### config.mk
export PLATFORM = sky130hd
export DESIGN_NAME = instr_fetch_unit
export DESIGN_NICKNAME = d
export VERILOG_FILES = /design/src/rtl/instr_fetch_unit_pkg.sv /design/src/rtl/instr_fetch_unit.sv
export SDC_FILE = /design/constraint.sdc
export NUM_CORES = 1
export LEC_CHECK = 0
export ABC_AREA = 1
export BUFFER_PORTS_ARGS = -buffer_cell sky130_fd_sc_hd__buf_2
export CORE_MARGIN = 1.5
export CORE_UTILIZATION = 56
export DETAILED_ROUTE_END_ITERATION = 12
export HOLD_SLACK_MARGIN = 0.1
export PLACE_DENSITY = 0.84
export SYNTH_ARGS = -nofsm -noshare
export SYNTH_HDL_FRONTEND = slang
export SYNTH_SLANG_ARGS = --single-unit
export TNS_END_PERCENT = 1
### constraint.sdc
create_clock -name clock -period 2.8 [get_ports clock]
set_input_delay 0.84 -clock clock [delete_from_list [all_inputs] [get_ports clock]]
set_output_delay 0.84 -clock clock [all_outputs]
set_load 0.03 [all_outputs]
### src/rtl/instr_fetch_unit_pkg.sv
// rtl/instr_fetch_unit_pkg.sv - opcodes, word fields and FSM encoding for the fetch unit
package instr_fetch_unit_pkg;

  typedef enum logic [2:0] {
    OP_ADD = 3'b000,
    OP_SUB = 3'b001,
    OP_OR  = 3'b010,
    OP_SLT = 3'b011,
    OP_SLL = 3'b100,
    OP_SRL = 3'b101,
    OP_MV  = 3'b110,
    OP_MVI = 3'b111
  } opcode_t;

  localparam int OPC_HI = 15;
  localparam int OPC_LO = 13;
  localparam int RX_HI  = 12;
  localparam int RX_LO  = 10;
  localparam int RY_HI  = 9;
  localparam int RY_LO  = 7;

  typedef enum logic [2:0] {
    S_IDLE      = 3'd0,
    S_FETCH     = 3'd1,
    S_WAIT_I    = 3'd2,
    S_FETCH_IMM = 3'd3,
    S_WAIT_IMM  = 3'd4,
    S_ISSUE     = 3'd5,
    S_EXEC      = 3'd6,
    S_FINISH    = 3'd7
  } fsm_state_t;

endpackage

### src/rtl/instr_fetch_unit.sv
// rtl/instr_fetch_unit.sv - program sequencer feeding the 16-bit core from a synchronous ROM
module instr_fetch_unit
  import instr_fetch_unit_pkg::*;
#(
  parameter int         AW      = 4,
  parameter int         TIMEOUT = 16,
  parameter logic [2:0] OPC_MVI = OP_MVI
) (
  input  logic          clock,
  input  logic          resetn,
  input  logic          start,
  input  logic [AW-1:0] last_addr,
  output logic [AW-1:0] mem_addr,
  output logic          mem_rd,
  input  logic [15:0]   mem_data,
  output logic [15:0]   din,
  output logic          run,
  input  logic          done,
  output logic [AW-1:0] pc,
  output logic          busy,
  output logic          finished,
  output logic          fault,
  output logic [15:0]   instr_count
);

  localparam int            TW         = $clog2(TIMEOUT);
  localparam logic [TW-1:0] TIMER_LAST = TW'(TIMEOUT - 1);

  fsm_state_t    state, state_next;
  logic [15:0]   word, imm;
  logic [TW-1:0] timer;
  logic [AW-1:0] pc_plus1, last_word;
  logic          word_mvi, fetched_mvi, timer_expired;

  assign pc_plus1      = pc + AW'(1);
  assign word_mvi      = (word[OPC_HI:OPC_LO] == OPC_MVI);
  assign fetched_mvi   = (mem_data[OPC_HI:OPC_LO] == OPC_MVI);
  assign last_word     = word_mvi ? pc_plus1 : pc;
  assign timer_expired = (timer == TIMER_LAST);

  assign mem_rd   = (state == S_FETCH) || (state == S_FETCH_IMM);
  assign mem_addr = (state == S_FETCH_IMM) ? pc_plus1 : pc;
  assign run      = (state == S_ISSUE);
  assign busy     = (state != S_IDLE) && (state != S_FINISH);
  assign finished = (state == S_FINISH);

  always_ff @(posedge clock) begin
    if (!resetn) state <= S_IDLE;
    else         state <= state_next;
  end

  always_comb begin
    state_next = state;
    case (state)
      S_IDLE, S_FINISH: if (start) state_next = S_FETCH;
      S_FETCH:          state_next = S_WAIT_I;
      S_WAIT_I: begin
        if (fetched_mvi) state_next = (pc == last_addr) ? S_FINISH : S_FETCH_IMM;
        else             state_next = S_ISSUE;
      end
      S_FETCH_IMM:      state_next = S_WAIT_IMM;
      S_WAIT_IMM:       state_next = S_ISSUE;
      S_ISSUE:          state_next = S_EXEC;
      S_EXEC: begin
        // done has priority over a timeout landing on the same cycle
        if (done)               state_next = (last_word >= last_addr) ? S_FINISH : S_FETCH;
        else if (timer_expired) state_next = S_FINISH;
      end
      default:          state_next = S_IDLE;
    endcase
  end

  // din is loaded one edge ahead so the core sees the opcode word on the run cycle
  always_ff @(posedge clock) begin
    if (!resetn) begin
      pc          <= '0;
      word        <= '0;
      imm         <= '0;
      timer       <= '0;
      din         <= '0;
      fault       <= 1'b0;
      instr_count <= '0;
    end else begin
      case (state)
        S_IDLE, S_FINISH: begin
          if (start) begin
            pc          <= '0;
            instr_count <= '0;
            fault       <= 1'b0;
          end
        end
        S_WAIT_I: begin
          word <= mem_data;
          if (fetched_mvi && (pc == last_addr)) fault <= 1'b1;
          if (!fetched_mvi) din <= mem_data;
        end
        S_WAIT_IMM: begin
          imm <= mem_data;
          din <= word;
        end
        S_ISSUE: begin
          timer <= '0;
          din   <= word_mvi ? imm : word;
        end
        S_EXEC: begin
          timer <= timer + TW'(1);
          if (done) begin
            if (instr_count != 16'hFFFF) instr_count <= instr_count + 16'd1;
            pc <= word_mvi ? pc + AW'(2) : pc_plus1;
          end else if (timer_expired) begin
            fault <= 1'b1;
          end
        end
        default: ;
      endcase
    end
  end

endmodule

==> flow_metrics.tcl, run 1 <==
set metrics [dict create \
    outcome "finished, final reports clean" \
    drc 0 \
    netlist_instances 582 \
    tightest_slew_ns 0.5929 \
    hold_viol 0 \
    routed-wl-met3_um 601 \
    final_nets 675 \
    vias_per_cell 5.420 \
    p_per_area_nw_per_um2 616.0 \
    critical_path_peak_fanout 6 \
    coreArea_um2 6869 \
    cp_data_arrival_time_ns 1.62 \
    grt_max_degree 53 \
    setup_tns_ns 0 \
    grt_pass1_vias 3688 \
    max_stage_delay_ns 0.45 \
    synth.avg_cell_area_um2 6.899 \
    ant_nets 0 \
    cts_made_buffers 9 \
    wl_mm 9.794 \
    final_cells 742 \
    ys_types 36 \
    cts_hold_buffers 0 \
    syn-num-nets 615 \
    finalCriticalPeriod_ns 2.462 \
    clockRootBuffer "clkbuf_8" \
    initial_utilization 0.5845 \
    slowest_stage "dfxtp_1" \
    worstPathRequired_ns 1.96 \
    place.gp.congestion 0.9127 \
    rows 30 \
    die_x_um 87.68 \
    post-place-cells 727 \
    insertion_delay_ns 0.35 \
    grt_use_total 0.2725 \
    portBuffers 68 \
    cp_num_buf_inv 2 \
    dieArea_um2 7687 \
    drtPass1Iterations 5 \
    cts.path.max_buffers 2 \
    drtIter0Drc 258 \
    rsz0062_at_grt "false" \
    drive_gt1_frac 0.1814 \
    post-place-ws_ns 0.6010 \
    wl_per_cell_um 13.20 \
    cap_violations 0 \
    ir_worst_vdd_v 0.0004520 \
    maxSlewHeadroom 0.6043 \
    holdCritPathClass "reg2reg" \
    path_cells "nand2_2, nor2_2, inv_1, o21ai_0, buf_2" \
    ios 69 \
    wl_met1_mm 4.425 \
    fin_worst_skew_ns 0.006474 \
    grt_overflow 0 \
    synthesis.area_um2 4015 \
    wl_met2_mm 4.654 \
    grt_pass1_wl_mm 16.67 \
    seq_area_frac_synth 0.3789 \
    ys_ff_latch 76 \
    cts_sinks 76 \
    cts_setup_buffers 0 \
    crit_path_end_kind "output port" \
    fmax_mhz 406.2 \
    top_layer "met4" \
    critical_path.top_delay_family "flip-flops" \
    setup_slack_ns 0.3385 \
    hold_slack_ns 0.4576 \
    slew_viol_final 0 \
    leakage_nw 1.978 \
    dp_hpwl_mm 6.741 \
    area_growth_pct 12.93 \
    setup_violations 0 \
    ys_warn_count 0 \
    critPathKind "reg2out" \
    fin_crit_sh 0.8791 \
    antenna_found_initial 1 \
    htree_levels 3 \
    startpoint_type "flip-flop" \
    die-height_um 87.68 \
    cts_tree "done" \
    vias 4022 \
    path_clk_slew_ns 0.08 \
]
-- per-stage QoR --
step / utilization / cell area [µm²] / total power [mW]
detailed placement: 0.6368 / 4374 / 2.103
global placement: 0.6368 / 4374 / 2.079
finish: 0.6601 / 4534 / 2.793
CTS: 0.6594 / 4529 / 2.804
global route: 0.6597 / 4532 / 2.962
floorplan: - / 4015 / 1.914
-- area by class of cell --
type | instances | area (µm²)
clock inverter | 5 | 31.28
inverter | 59 | 221.5
multi-input combinational | 422 | 2128
tap | 96 | 120.1
clock buffer | 9 | 123.9
fill | 609 | 2335
timing repair buffer | 74 | 385.4
sequential | 76 | 1521
antenna | 1 | 2.502
-- layout by cell type (no fill, tap or decap), types with 2 or more instances in the layout --
cell type	synthesis	layout
a211oi_1	3	3
a21oi_1	48	48
a21oi_2	4	4
a41oi_1	12	12
buf_2	6	68
buf_4	2	6
clkbuf_8	0	9
clkinv_1	2	2
clkinv_2	0	3
dfxtp_1	76	76
ha_1	9	9
inv_1	53	53
inv_2	4	4
nand2_1	125	125
nand2_2	7	7
nand2_4	2	2
nand3_1	23	23
nand4_1	4	4
nor2_1	72	71
nor2_2	5	6
nor2_4	4	4
nor3_1	5	5
o21ai_0	78	78
xor2_1	9	9
-- cell families (layout without fill, tap and decap cells) --
logic type | after synthesis | after routing | share of synthesized area
AO/OA/AOI/OAI | 154 | 154 | 0.2147
XOR/XNOR | 10 | 10 | 0.02182
adder cells (fa/ha/maj) | 9 | 9 | 0.02805
buffers and inverters | 84 | 147 | 0.09161
flip-flops | 76 | 76 | 0.3789
other | 0 | 1 | 0
AND/OR/NAND/NOR | 249 | 249 | 0.2649
-- Yosys cell counts, drive strengths merged --
| cell type | count | area (µm²) |
|---|---|---|
| o311ai | 1 | 8.760 |
| inv | 57 | 214.0 |
| a21boi | 1 | 7.510 |
| o22ai | 1 | 6.260 |
| o21ai | 79 | 399.1 |
| a32oi | 1 | 8.760 |
| nand2 | 134 | 535.5 |
| and3 | 1 | 6.260 |
| a41oi | 12 | 105.1 |
| ha | 9 | 112.6 |
| a22oi | 1 | 7.510 |
| a21oi | 52 | 275.3 |
| buf | 13 | 101.3 |
| o211ai | 1 | 7.510 |
| a31oi | 1 | 6.260 |
| clkbuf | 12 | 45.04 |
| xor2 | 9 | 78.83 |
| nor2 | 81 | 346.6 |
| a211oi | 3 | 22.52 |
| clkinv | 2 | 7.510 |
| nand3 | 24 | 125.1 |
| nand4 | 4 | 25.02 |
| nor3 | 5 | 25.02 |
| dfxtp | 76 | 1521 |
| xnor2 | 1 | 8.760 |
| o21a | 1 | 7.510 |
-- worst reg2reg max path: cells and delay by family, from the launching register on --
| family | cells | cell delay, ns |
|---|---|---|
| AO/OA/AOI/OAI | 2 | 0.60 |
| buffers and inverters | 1 | 0.56 |
| flip-flops | 1 | 0.45 |
| AND/OR/NAND/NOR | 2 | 0.44 |
-- final timing paths --
kind                         startpoint                    to  slack, ns  cells past startpoint
setup / recovery  state[0]$_SDFFE_PN0P_           mem_addr[3]       0.34                      5
hold / removal     imm[11]$_SDFFE_PN0P_  imm[11]$_SDFFE_PN0P_       0.46                      2
hold reg to reg    imm[11]$_SDFFE_PN0P_  imm[11]$_SDFFE_PN0P_       0.46                      2
setup reg to reg  state[0]$_SDFFE_PN0P_  din[13]$_SDFFE_PN0P_       0.61                      5
-- what timing repair did --
action | 4_1_cts | 5_1_grt
resized for setup | 0 | 1
endpoints found under the hold margin | 0 | 0
endpoints found under the setup margin | 0 | 1
-- registers in the layout, indices dropped and copies added (netlist names) --
| register | count |
|---|---|
| din | 16 |
| imm | 16 |
| instr_count | 16 |
| word | 16 |
| pc | 4 |
| timer | 4 |
| state | 3 |
| fault | 1 |
-- power by group --
group	switching [mW]	internal, mW	total (mW)
logic	0.559	0.230	0.789
registers	0.0926	1.21	1.30
clock network	0.394	0.308	0.702
total	1.05	1.75	2.79
-- metal layers --
layer  vias to the layer above  track usage
met5                         -            0
met4                         0      0.09668
met3                        12      0.05938
met2                       138       0.4559
met1                      1835       0.3469
li1                       2037            -
No activity file was read; power rests on OpenSTA's default activity.
==> run 2: changes to the inputs <==
--- a/config.mk
+++ b/config.mk
@@ -7,6 +7,7 @@
 export LEC_CHECK = 0
 export ABC_AREA = 1
 export BUFFER_PORTS_ARGS = -buffer_cell sky130_fd_sc_hd__buf_2
+export CORE_ASPECT_RATIO = 1.4
 export CORE_MARGIN = 1.5
 export CORE_UTILIZATION = 56
 export DETAILED_ROUTE_END_ITERATION = 12
==> run 2 against run 1 <==
  * Routed wire length shrank 1.1%
  * Sequential power is essentially flat
  * Setup slack lost 0.15 ns
  * Core utilization grew 0.30 points
  * Clock-buffer cell count grew 1
  * Global-route usage shrank 0.70 points
  * Combinational power is essentially flat
  * Non-clock buffer count is the same
  * Largest cell class unchanged
==> flow_metrics.tcl, run 2 (synthesized netlist as in run 1, its figures left out) <==
set metrics [dict create \
    fin_util 0.6631 \
    drive_gt1_frac 0.1839 \
    routed-wl-met3_um 579 \
    critical_path_peak_fanout 6 \
    cts_made_buffers 9 \
    drtPass1Iterations 4 \
    p_sw_mw 1.065 \
    seq_area_um2 1521 \
    fin_worst_skew_ns 0.006854 \
    wl_met2_mm 4.973 \
    rsz0062_at_grt "false" \
    pwr-share-seq 0.429 \
    area_growth_pct 14.55 \
    wl_mm 9.682 \
    antenna_found_initial 0 \
    slew_viol_final 0 \
    ios 69 \
    holdCritPathClass "reg2reg" \
    r2r_cells 5 \
    vias 4016 \
    rows 36 \
    cts_hold_buffers 0 \
    crit_path_end_kind "output port" \
    coreArea_um2 6937 \
    insertion_delay_ns 0.36 \
    htree_levels 3 \
    fillers 626 \
    crit_start "state[0]$_SDFFE_PN0P_" \
    final_nets 675 \
    ir_worst_vdd_v 0.0004775 \
    layout_commonest_cell "nand2_1" \
    drtIter0Drc 193 \
    worstPathRequired_ns 1.96 \
    drc 0 \
    die_x_um 74.57 \
    startpoint_type "flip-flop" \
    finalPower_mw 3.029 \
    wl_per_cell_um 13.05 \
    clockRootBuffer "clkbuf_8" \
    cts.path.max_buffers 2 \
    tightest_slew_ns 0.6680 \
    setup_tns_ns 0 \
    top_layer "met4" \
    r2r_slack_ns 0.65 \
    ant_nets 0 \
    initial_utilization 0.5788 \
    final_cell_mix "125 x nand2_1, 78 x o21ai_0, 76 x dfxtp_1" \
    outcome "finished, final reports clean" \
    dieArea_um2 7694 \
    fmax_mhz 382.8 \
    portBuffers 68 \
    switching_share 0.3514 \
    vias_per_cell 5.412 \
    r2r-end "din[13]$_SDFFE_PN0P_" \
    r2r-start "state[0]$_SDFFE_PN0P_" \
    multiInputGateArea_um2 2128 \
    p_int_mw 1.965 \
    finalCriticalPeriod_ns 2.613 \
    fin_crit_sh 0.9331 \
    cts_tree "done" \
    grt_pass1_wl_mm 15.94 \
    critPathKind "reg2out" \
    leakage_nw 2.010 \
    maxSlewHeadroom 0.5530 \
    grt_pass1_vias 3715 \
    cts_sinks 76 \
    p_comb_frac 0.260 \
    wl_met1_mm 3.976 \
    grt_max_degree 50 \
    p_per_area_nw_per_um2 658.6 \
    grt_use_total 0.2655 \
    cap_violations 0 \
    hold_viol 0 \
    dp_hpwl_mm 6.798 \
    critPathCapture "mem_addr[3]" \
    place.gp.congestion 0.8645 \
    path_clk_slew_ns 0.08 \
    die-height_um 103.2 \
    clkPwrFrac 0.311 \
    setup_violations 0 \
    grt_overflow 0 \
    cp_data_arrival_time_ns 1.77 \
    antenna_cells 0 \
]
run 2: cell type report:
cell class,count,area share
inverter,59,0.04815
clock buffer,10,0.02992
sequential,76,0.3308
multi-input combinational,422,0.4627
tap,95,0.02584
clock inverter,6,0.01877
timing repair buffer,74,0.08379
run 2: per-stage QoR:
step	hold WS [ns]	setup WS, ns	cell area, µm²	cells
CTS	0.4585	0.08957	4597	742
floorplan	0.4290	0.2273	4015	582
global placement	0.4386	0.5145	4373	726
finish	0.4548	0.1874	4599	742
global route	0.4768	0.08348	4599	742
detailed placement	0.4465	0.4713	4373	726
run 2: critical path: stages (launching register included):
cell     delay, ns
dfxtp_1       0.45
nand2_2       0.12
nor2_2        0.23
inv_1         0.12
o21ai_0       0.25
buf_2         0.24
run 2: how the worst min path moves through the flow:
stage / from / end / slack [ns] / cells after the start
floorplan: imm[14]$_SDFFE_PN0P_ / imm[14]$_SDFFE_PN0P_ / 0.43 / 2
global route: imm[6]$_SDFFE_PN0P_ / imm[6]$_SDFFE_PN0P_ / 0.48 / 2
finish: imm[9]$_SDFFE_PN0P_ / imm[9]$_SDFFE_PN0P_ / 0.45 / 2
global placement: imm[8]$_SDFFE_PN0P_ / imm[8]$_SDFFE_PN0P_ / 0.44 / 2
CTS: imm[9]$_SDFFE_PN0P_ / imm[9]$_SDFFE_PN0P_ / 0.46 / 2
detailed placement: imm[6]$_SDFFE_PN0P_ / imm[6]$_SDFFE_PN0P_ / 0.45 / 2
run 2: power groups by stage:
stage          Clock, mW  Sequential (mW)  Combinational, mW
2_1_floorplan          0             1.43              0.481
4_1_cts            0.944             1.30              0.789
6_report           0.944             1.30              0.786
5_1_grt            0.997             1.31              0.877
3_5_place_dp           0             1.32              0.784
3_3_place_gp           0             1.31              0.767
run 2: what timing repair did:
action	4_1_cts	5_1_grt
setup buffers	0	0
gates resized for setup	0	1
setup endpoints to repair	0	1
run 2: layer usage:
metal | global-route usage | vias up
li1 | - | 2038
met1 | 0.3041 | 1839
met2 | 0.4622 | 124
met3 | 0.05329 | 15
met4 | 0.1357 | 0
met5 | 0 | -
